===== src/rtl/cpu_types_pkg.sv =====
// Shared CPU datapath types: RAM word, RAM handshake status, arbiter FSM states.
package cpu_types_pkg;

  typedef logic [31:0] word_t;

  typedef enum logic [1:0] {
    FREE   = 2'd0,
    BUSY   = 2'd1,
    ACCESS = 2'd2,
    ERROR  = 2'd3
  } ramstate_t;

  typedef enum logic [1:0] {
    IDLE  = 2'd0,
    DATA  = 2'd1,
    INSTR = 2'd2
  } arb_state_t;

  // Request captured at grant and replayed to RAM until it resolves.
  typedef struct packed {
    word_t addr;
    word_t store;
    logic  wen;
  } arb_req_t;

  localparam int WDOG_W = 8;

endpackage


===== src/rtl/arb_watchdog.sv =====
// Saturating stall counter; flags the cycle whose stall would reach TIMEOUT.
module arb_watchdog
  import cpu_types_pkg::*;
#(
  parameter int TIMEOUT = 255
) (
  input  logic CLK,
  input  logic nRST,
  input  logic clear,
  input  logic enable,
  output logic expired
);

  localparam logic [WDOG_W-1:0] LIMIT = WDOG_W'(TIMEOUT);

  logic [WDOG_W-1:0] count;

  // The stall counted this cycle is the one that reaches the limit.
  assign expired = enable && (({1'b0, count} + 9'd1) >= {1'b0, LIMIT});

  // Clear on grant, count stalled cycles, hold at the limit rather than wrap.
  always_ff @(posedge CLK) begin
    if (!nRST)                        count <= '0;
    else if (clear)                   count <= '0;
    else if (enable && count != LIMIT) count <= count + 1'b1;
  end

endmodule


===== src/rtl/mem_arbiter.sv =====
// Single-port RAM arbiter between instruction and data caches.
// One transaction in flight; data wins ties unless the previous winner was data.
module mem_arbiter
  import cpu_types_pkg::*;
#(
  parameter int TIMEOUT = 255
) (
  input  logic      CLK,
  input  logic      nRST,
  input  logic      iREN,
  input  word_t     iaddr,
  input  logic      dREN,
  input  logic      dWEN,
  input  word_t     daddr,
  input  word_t     dstore,
  output logic      iwait,
  output word_t     iload,
  output logic      dwait,
  output word_t     dload,
  output logic      ramREN,
  output logic      ramWEN,
  output word_t     ramaddr,
  output word_t     ramstore,
  input  word_t     ramload,
  input  ramstate_t ramstate,
  output logic      timeout_err
);

  arb_state_t state, state_n;
  arb_req_t   lat, lat_n;
  logic       last_was_data, last_was_data_n;
  word_t      iload_r, dload_r;
  logic       dreq, dcomp, icomp, held, wd_expired, abort;

  assign dreq  = dREN | dWEN;
  assign dcomp = (state == DATA)  && dreq && (ramstate == ACCESS);
  assign icomp = (state == INSTR) && iREN && (ramstate == ACCESS);
  // Owner still asking; a dropped request ends the transaction without completion.
  assign held  = ((state == DATA) && dreq) || ((state == INSTR) && iREN);
  assign abort = held && wd_expired;

  arb_watchdog #(.TIMEOUT(TIMEOUT)) u_wdog (
    .CLK     (CLK),
    .nRST    (nRST),
    .clear   (state == IDLE),
    .enable  ((state != IDLE) && (ramstate != ACCESS)),
    .expired (wd_expired)
  );

  // Next-state: grant in IDLE, otherwise leave on drop, completion or watchdog.
  always_comb begin
    state_n         = state;
    lat_n           = lat;
    last_was_data_n = last_was_data;
    case (state)
      IDLE: begin
        if (dreq && !(last_was_data && iREN)) begin
          state_n = DATA;
          lat_n   = '{addr: daddr, store: dstore, wen: dWEN};
        end else if (iREN) begin
          state_n   = INSTR;
          lat_n.addr = iaddr;
          lat_n.wen  = 1'b0;
        end
      end
      DATA, INSTR: begin
        if (!held) begin
          state_n = IDLE;
        end else if (dcomp || icomp) begin
          state_n         = IDLE;
          last_was_data_n = (state == DATA);
        end else if (wd_expired) begin
          state_n = IDLE;
        end
      end
      default: state_n = IDLE;
    endcase
  end

  // RAM port replays the latched request only while a transaction is open.
  always_comb begin
    ramREN   = (state == INSTR) || ((state == DATA) && !lat.wen);
    ramWEN   = (state == DATA) && lat.wen;
    ramaddr  = lat.addr;
    ramstore = lat.store;
    iwait    = iREN && !icomp;
    dwait    = dreq && !dcomp;
    iload    = icomp ? ramload : iload_r;
    dload    = dcomp ? ramload : dload_r;
  end

  // State, latched request, held load data and sticky abort flag.
  always_ff @(posedge CLK) begin
    if (!nRST) begin
      state         <= IDLE;
      lat           <= '0;
      last_was_data <= 1'b0;
      iload_r       <= '0;
      dload_r       <= '0;
      timeout_err   <= 1'b0;
    end else begin
      state         <= state_n;
      lat           <= lat_n;
      last_was_data <= last_was_data_n;
      if (icomp) iload_r <= ramload;
      if (dcomp) dload_r <= ramload;
      if (abort) timeout_err <= 1'b1;
    end
  end

endmodule


===== config.mk =====
export PLATFORM = sky130hd
export DESIGN_NAME = mem_arbiter
export DESIGN_NICKNAME = d
export VERILOG_FILES = /design/src/rtl/cpu_types_pkg.sv /design/src/rtl/arb_watchdog.sv /design/src/rtl/mem_arbiter.sv
export SDC_FILE = /design/constraint.sdc
export NUM_CORES = 1
export LEC_CHECK = 0
export CAP_MARGIN = 5
export CORE_ASPECT_RATIO = 1.4
export CORE_MARGIN = 5
export CORE_UTILIZATION = 46
export CTS_CLUSTER_SIZE = 14
export DETAILED_ROUTE_END_ITERATION = 10
export MAX_ROUTING_LAYER = met4
export PLACE_DENSITY_LB_ADDON = 0.08
export SETUP_SLACK_MARGIN = 0.1
export SLEW_MARGIN = 20
export SYNTH_ARGS = -nofsm -noshare
export SYNTH_HDL_FRONTEND = slang
export SYNTH_SLANG_ARGS = --single-unit

===== constraint.sdc =====
create_clock -name CLK -period 4.67 [get_ports CLK]
set_input_delay 0.934 -clock CLK [delete_from_list [all_inputs] [get_ports CLK]]
set_output_delay 0.934 -clock CLK [all_outputs]
set_load 0.01 [all_outputs]

==> results of run 1 <==
[worst min-delay path by stage]
stage | startpoint | to | slack (ps) | depth (start not counted)
5_1_grt | ramstore[4]$_SDFFE_PN0P_ | ramstore[4]$_SDFFE_PN0P_ | 470 | 2
2_1_floorplan | ramstore[0]$_SDFFE_PN0P_ | ramstore[0]$_SDFFE_PN0P_ | 440 | 2
3_5_place_dp | ramstore[11]$_SDFFE_PN0P_ | ramstore[11]$_SDFFE_PN0P_ | 450 | 2
6_report | ramstore[22]$_SDFFE_PN0P_ | ramstore[22]$_SDFFE_PN0P_ | 450 | 2
3_3_place_gp | ramstore[15]$_SDFFE_PN0P_ | ramstore[15]$_SDFFE_PN0P_ | 440 | 2
4_1_cts | ramstore[11]$_SDFFE_PN0P_ | ramstore[11]$_SDFFE_PN0P_ | 450 | 2
[routing by layer]
layer / routed length (µm) / global-route usage, %
met5: 0 / -
met4: 325 / 7.236
met3: 1476 / 7.579
met2: 8075 / 33.25
met1: 6582 / 22.68
[synthesized netlist by cell type, types with 2 or more instances]
cell type	count	area, µm²
dfxtp_1	141	2823
buf_4	78	585.6
nand2_1	70	262.8
and2_1	68	425.4
nor2_1	45	168.9
a21oi_1	37	185.2
mux2_1	36	405.4
a211oi_1	34	255.2
mux2i_1	33	330.3
mux2_4	20	300.3
clkbuf_1	19	71.32
mux2_2	8	90.09
buf_2	7	35.03
inv_1	6	22.52
ha_1	5	62.56
xor2_1	4	35.03
nand4_1	3	18.77
a211o_1	2	17.52
a31oi_1	2	12.51
and3b_1	2	17.52
nand2b_1	2	12.51
o21ai_0	2	10.01
[worst reg2reg max path, cell delays in order (launching register included)]
cell     delay (ps)
dfxtp_1         340
a21oi_4         140
buf_4           470
nand2_1         780
nand2_1         300
a21oi_1          90
[power breakdown]
part           internal [µW]  switching, µW  total (µW)
sequential              1290           42.2        1330
combinational            357            303         660
clock                    914            514        1430
[cell type report]
type	instances	area, µm²	area share, %
Multi-Input combinational cell	396	2841	30.68
Sequential cell	141	2823	30.48
Timing Repair Buffer	272	2705	29.21
Clock buffer	20	446.7	4.823
Tap cell	185	231.5	2.499
Clock inverter	12	185.2	1.999
Inverter	7	28.78	0.3107
[cells by family (layout without fill, tap and decap cells)]
kind of cell | after synthesis | count (layout)
fa+ha+maj | 5 | 5
buf+inv | 111 | 311
xor+xnor | 5 | 5
flops | 141 | 141
simple gates | 201 | 201
mux | 97 | 97
compound gates | 88 | 88
[registers in the layout, summed over array words and instances, names as in the netlist]
name           count
iload_r           32
lat                1
dload_r           32
timeout_err        1
u_wdog.count       8
ramaddr           32
state              2
last_was_data      1
ramstore          32
[stage by stage]
| stage | setup WS, ps | power [µW] | utilization [%] | std cells |
|---|---|---|---|---|
| 2_1_floorplan | 1804 | 1763 | - | 648 |
| 3_3_place_gp | 587.9 | 2007 | 62.59 | 1001 |
| 3_5_place_dp | 533.2 | 2025 | 62.61 | 1001 |
| 4_1_cts | 521.3 | 3465 | 67.19 | 1033 |
| 5_1_grt | 429.6 | 3585 | 67.19 | 1033 |
| 6_report | 548.2 | 3422 | 67.19 | 1033 |
==> flow_metrics.tcl, run 1 <==
set metrics [dict create \
    synth.net_count 788 \
    drt_iter0_drc 213 \
    path_cells "clkdlybuf4s50_1, nand3_4, mux2_1, clkdlybuf4s50_1" \
    port_buffers 267 \
    first_pass_iters 5 \
    slowest_stage "clkdlybuf4s50_1" \
    fp.coreArea_mm2 0.01378 \
    syn-cell-area_mm2 0.006370 \
    p_leak_uw 0.003868 \
    synth_warnings 0 \
    setup_viol 0 \
    powerDensity_mw_per_mm2 369.5 \
    cts_buffers 17 \
    synth-main-ff-cell "dfxtp_1" \
    synth_simple_gate_area_share_pct 15.69 \
    cts_tree "yes" \
    ys_types 46 \
    relSlewSlack_pct 27.61 \
    first_global_vias 5121 \
    htree_num_levels 4 \
    num_io_pins 268 \
    end_kind "primary output" \
    remaining_drc_errors 0 \
    die_area_mm2 0.01633 \
    post-route-period-util_pct 88.26 \
    syn_inst 648 \
    ys_seq_area_share_pct 44.31 \
    hold_viol_final 0 \
    cp_top_family "buffers and inverters" \
    vdd_drop_max_mv 0.2599 \
    fin_skew_ps 8.446 \
    synth_xor_area_share_pct 0.6875 \
    design_area_mm2 0.009261 \
    rsz0062_at_grt "no" \
    r2r_cells 5 \
    cpPeakStageDelay_ps 680 \
    grt_first_pass_wirelength_um 25630 \
    synth_mux_area_share_pct 17.68 \
    die_x_um 109.5 \
    ant_nets 0 \
    grt_overflow_total 0 \
    clock-sinks 141 \
    hp-class "reg2reg" \
    wirelength_um 16460 \
    post_cts_buffers 0 \
    nets 975 \
    path_buf_inv 2 \
    reg2reg_to "ramstore[31]$_SDFFE_PN0P_" \
    place.gp.congestion 0.7635 \
    start_kind "input port" \
    wire_per_inst_um 15.93 \
    syn-mean-instance-area_um2 9.830 \
    fp-row-count 51 \
    layout-drive-gt1-share_pct 8.726 \
    path_class "in2out" \
    grt_usage_pct 20.38 \
    setup.worst_path.start "iREN" \
    synth_compound_area_share_pct 9.369 \
    fillerInstances 1169 \
    syn2layout_area_growth_pct 45.39 \
    maxSlewViolCount 0 \
    tightestPinTransition_ps 1083 \
    async_flop_share_pct 0 \
    post-route-min-period_ps 4122 \
    antenna_found_initial 0 \
    viasPerCell 4.870 \
    vias 5031 \
    setup_tns_ps 0 \
    die_h_um 149.2 \
    diodes 0 \
    synth-edff-count 0 \
    synth-seq-cells 141 \
    crit_path_end "iload[22]" \
    mostFrequentLayoutCell "clkdlybuf4s50_1" \
    grt_max_degree 70 \
    max_freq_mhz 242.6 \
    clockBufferDepth 2 \
    start_util_pct 46.21 \
    mostFrequentLayoutCells "266 x clkdlybuf4s50_1, 141 x dfxtp_1, 70 x nand2_1, 68 x and2_1, 45 x nor2_1" \
    place_area_mm2 0.008630 \
    cts_resized 0 \
    synth_top_family_by_area "multiplexers" \
    crit_top_cell "clkdlybuf4s50_1" \
    dp_hpwl_um 12130 \
    arrival_ps 3190 \
    holdBufCountCts 0 \
    r2r_start "last_was_data$_SDFFE_PN0P_" \
    required_ps 3740 \
    cts-root-buf "clkbuf_16" \
    synth_fa_ha_area_share_pct 0.9821 \
    cp_max_fo 33 \
    run_status "complete, no violations" \
    cp_num_cells 4 \
    clk_pin_slew_worst_paths_ps 60 \
    maxCapViolations 0 \
    insertion_delay_ps 410 \
    r2r_setup_slack_ps 2410 \
    holdWs_ps 451.9 \
]
Power figures use the tool's default switching activity.
==> run 2: changes to the inputs <==
Settings changed: CORE_MARGIN 5 to default.
==> flow_metrics.tcl, run 2 (synthesis results as in run 1) <==
set metrics [dict create \
    mostFrequentLayoutCells "267 x clkdlybuf4s50_1, 141 x dfxtp_1, 70 x nand2_1, 68 x and2_1, 45 x nor2_1" \
    start_util_pct 47.36 \
    hp-class "reg2reg" \
    nets 977 \
    cts_buffers 17 \
    clockBufferDepth 2 \
    cp_top_family "buffers and inverters" \
    p_leak_uw 0.003858 \
    drt_iter0_drc 89 \
    grt_overflow_total 0 \
    port_buffers 267 \
    post_cts_buffers 0 \
    fin_skew_ps 6.835 \
    globalRouteMet3Util_pct 7.437 \
    ant_nets 0 \
    worst_slack_ps 555.0 \
    fp-row-count 50 \
    required_ps 3740 \
    crit_top_cell "clkdlybuf4s50_1" \
    path_buf_inv 2 \
    hold_viol_final 0 \
    post-route-period-util_pct 88.12 \
    maxSlewViolCount 0 \
    layout-drive-gt1-share_pct 8.824 \
    relSlewSlack_pct 28.24 \
    place.gp.congestion 0.7913 \
    vdd_drop_max_mv 0.2142 \
    cp_max_fo 33 \
    arrival_ps 3180 \
    die_x_um 101.5 \
    remaining_drc_errors 0 \
    use_met2_pct 38.60 \
    syn2layout_area_growth_pct 44.71 \
    die_h_um 141.2 \
    clock-sinks 141 \
    die_area_mm2 0.01433 \
    cpPeakStageDelay_ps 520 \
    max_freq_mhz 243.0 \
    wirelength_um 15480 \
    holdBufCountCts 0 \
    busiest_layer "met2" \
    placed_cells 1000 \
    mostFrequentLayoutCell "clkdlybuf4s50_1" \
    grt_max_degree 66 \
    utilization_pct 68.53 \
    clk_pin_slew_worst_paths_ps 60 \
    start_kind "input port" \
    viasPerCell 4.877 \
    insertion_delay_ps 410 \
    cts_resized 0 \
    first_pass_iters 4 \
    cts-root-buf "clkbuf_16" \
    tightestPinTransition_ps 1074 \
    met1_usage_pct 24.11 \
    dp_hpwl_um 11270 \
    powerDensity_mw_per_mm2 357.6 \
    rsz0062_at_grt "no" \
    vias 5033 \
    antenna_found_initial 0 \
    path_class "in2out" \
    diodes 0 \
    path_cells "clkdlybuf4s50_1, and2b_2, nand3_4, mux2_1, clkdlybuf4s50_1" \
    post-route-min-period_ps 4115 \
    slowest_stage "mux2_1" \
    cts_tree "yes" \
    setup_tns_ps 0 \
    run_status "complete, no violations" \
    first_global_vias 5057 \
    grt_first_pass_wirelength_um 24230 \
    end_kind "primary output" \
    grt_usage_pct 22.44 \
    wire_per_inst_um 15.00 \
    maxCapViolations 0 \
    num_io_pins 268 \
    fp.coreArea_mm2 0.01345 \
    setup_viol 0 \
    stdcell_count 1032 \
    htree_num_levels 4 \
    post-place-ws_ps 528.0 \
]
[run 2: cell types whose count changed in the layout (fill, tap and decap cells not counted), sizes merged]
cell / delta
clkinv: +5
bufinv: -2
buf: +1
clkbuf: -1
clkdlybuf4s50: +1
clkinvlp: -1
inv: -1
[run 2: worst register-to-register path, cell delays in order, from the launching register on]
cell and delay (ps):
dfxtp_1 340, inv_1 90, ha_1 340, nand2_1 700, nand2_1 280, a21oi_1 90
[run 2: layout make-up]
cell class	count	area [µm²]
Fill cell	1110	4233
Multi-Input combinational cell	396	2841
Sequential cell	141	2823
Timing Repair Buffer	274	2725
Clock buffer	19	432.9
Tap cell	182	227.7
Clock inverter	13	141.4
Inverter	7	26.28
[run 2: power breakdown]
group	internal (µW)	switching, µW
combinational	358	298
clock	788	519
sequential	1290	42.2
[run 2: path summary, 6_finish.rpt]
path | cells after the start | endpoint | startpoint | slack [ps]
max reg2reg | 5 | ramstore[5]$_SDFFE_PN0P_ | state[1]$_SDFFE_PN0P_ | 2700
min reg2reg | 2 | ramstore[7]$_SDFFE_PN0P_ | ramstore[7]$_SDFFE_PN0P_ | 450
max | 5 | iload[24] | ramstate[0] | 550
min | 2 | ramstore[7]$_SDFFE_PN0P_ | ramstore[7]$_SDFFE_PN0P_ | 450
[run 2: per-stage QoR]
stage               area, µm²  total power [µW]  hold WS [ps]
floorplan                6370              1763         436.7
global placement         8643              2001         442.1
detailed placement       8643              2019         447.2
CTS                      9218              3332         455.0
global route             9218              3442         475.1
finish                   9218              3296         453.5
[run 2: layer usage]
| metal | part of all wire (%) | vias up |
|---|---|---|
| li1 | - | 2493 |
| met1 | 40 | 2324 |
| met2 | 50 | 196 |
| met3 | 8.6 | 20 |
| met4 | 1.5 | 0 |
| met5 | 0 | - |
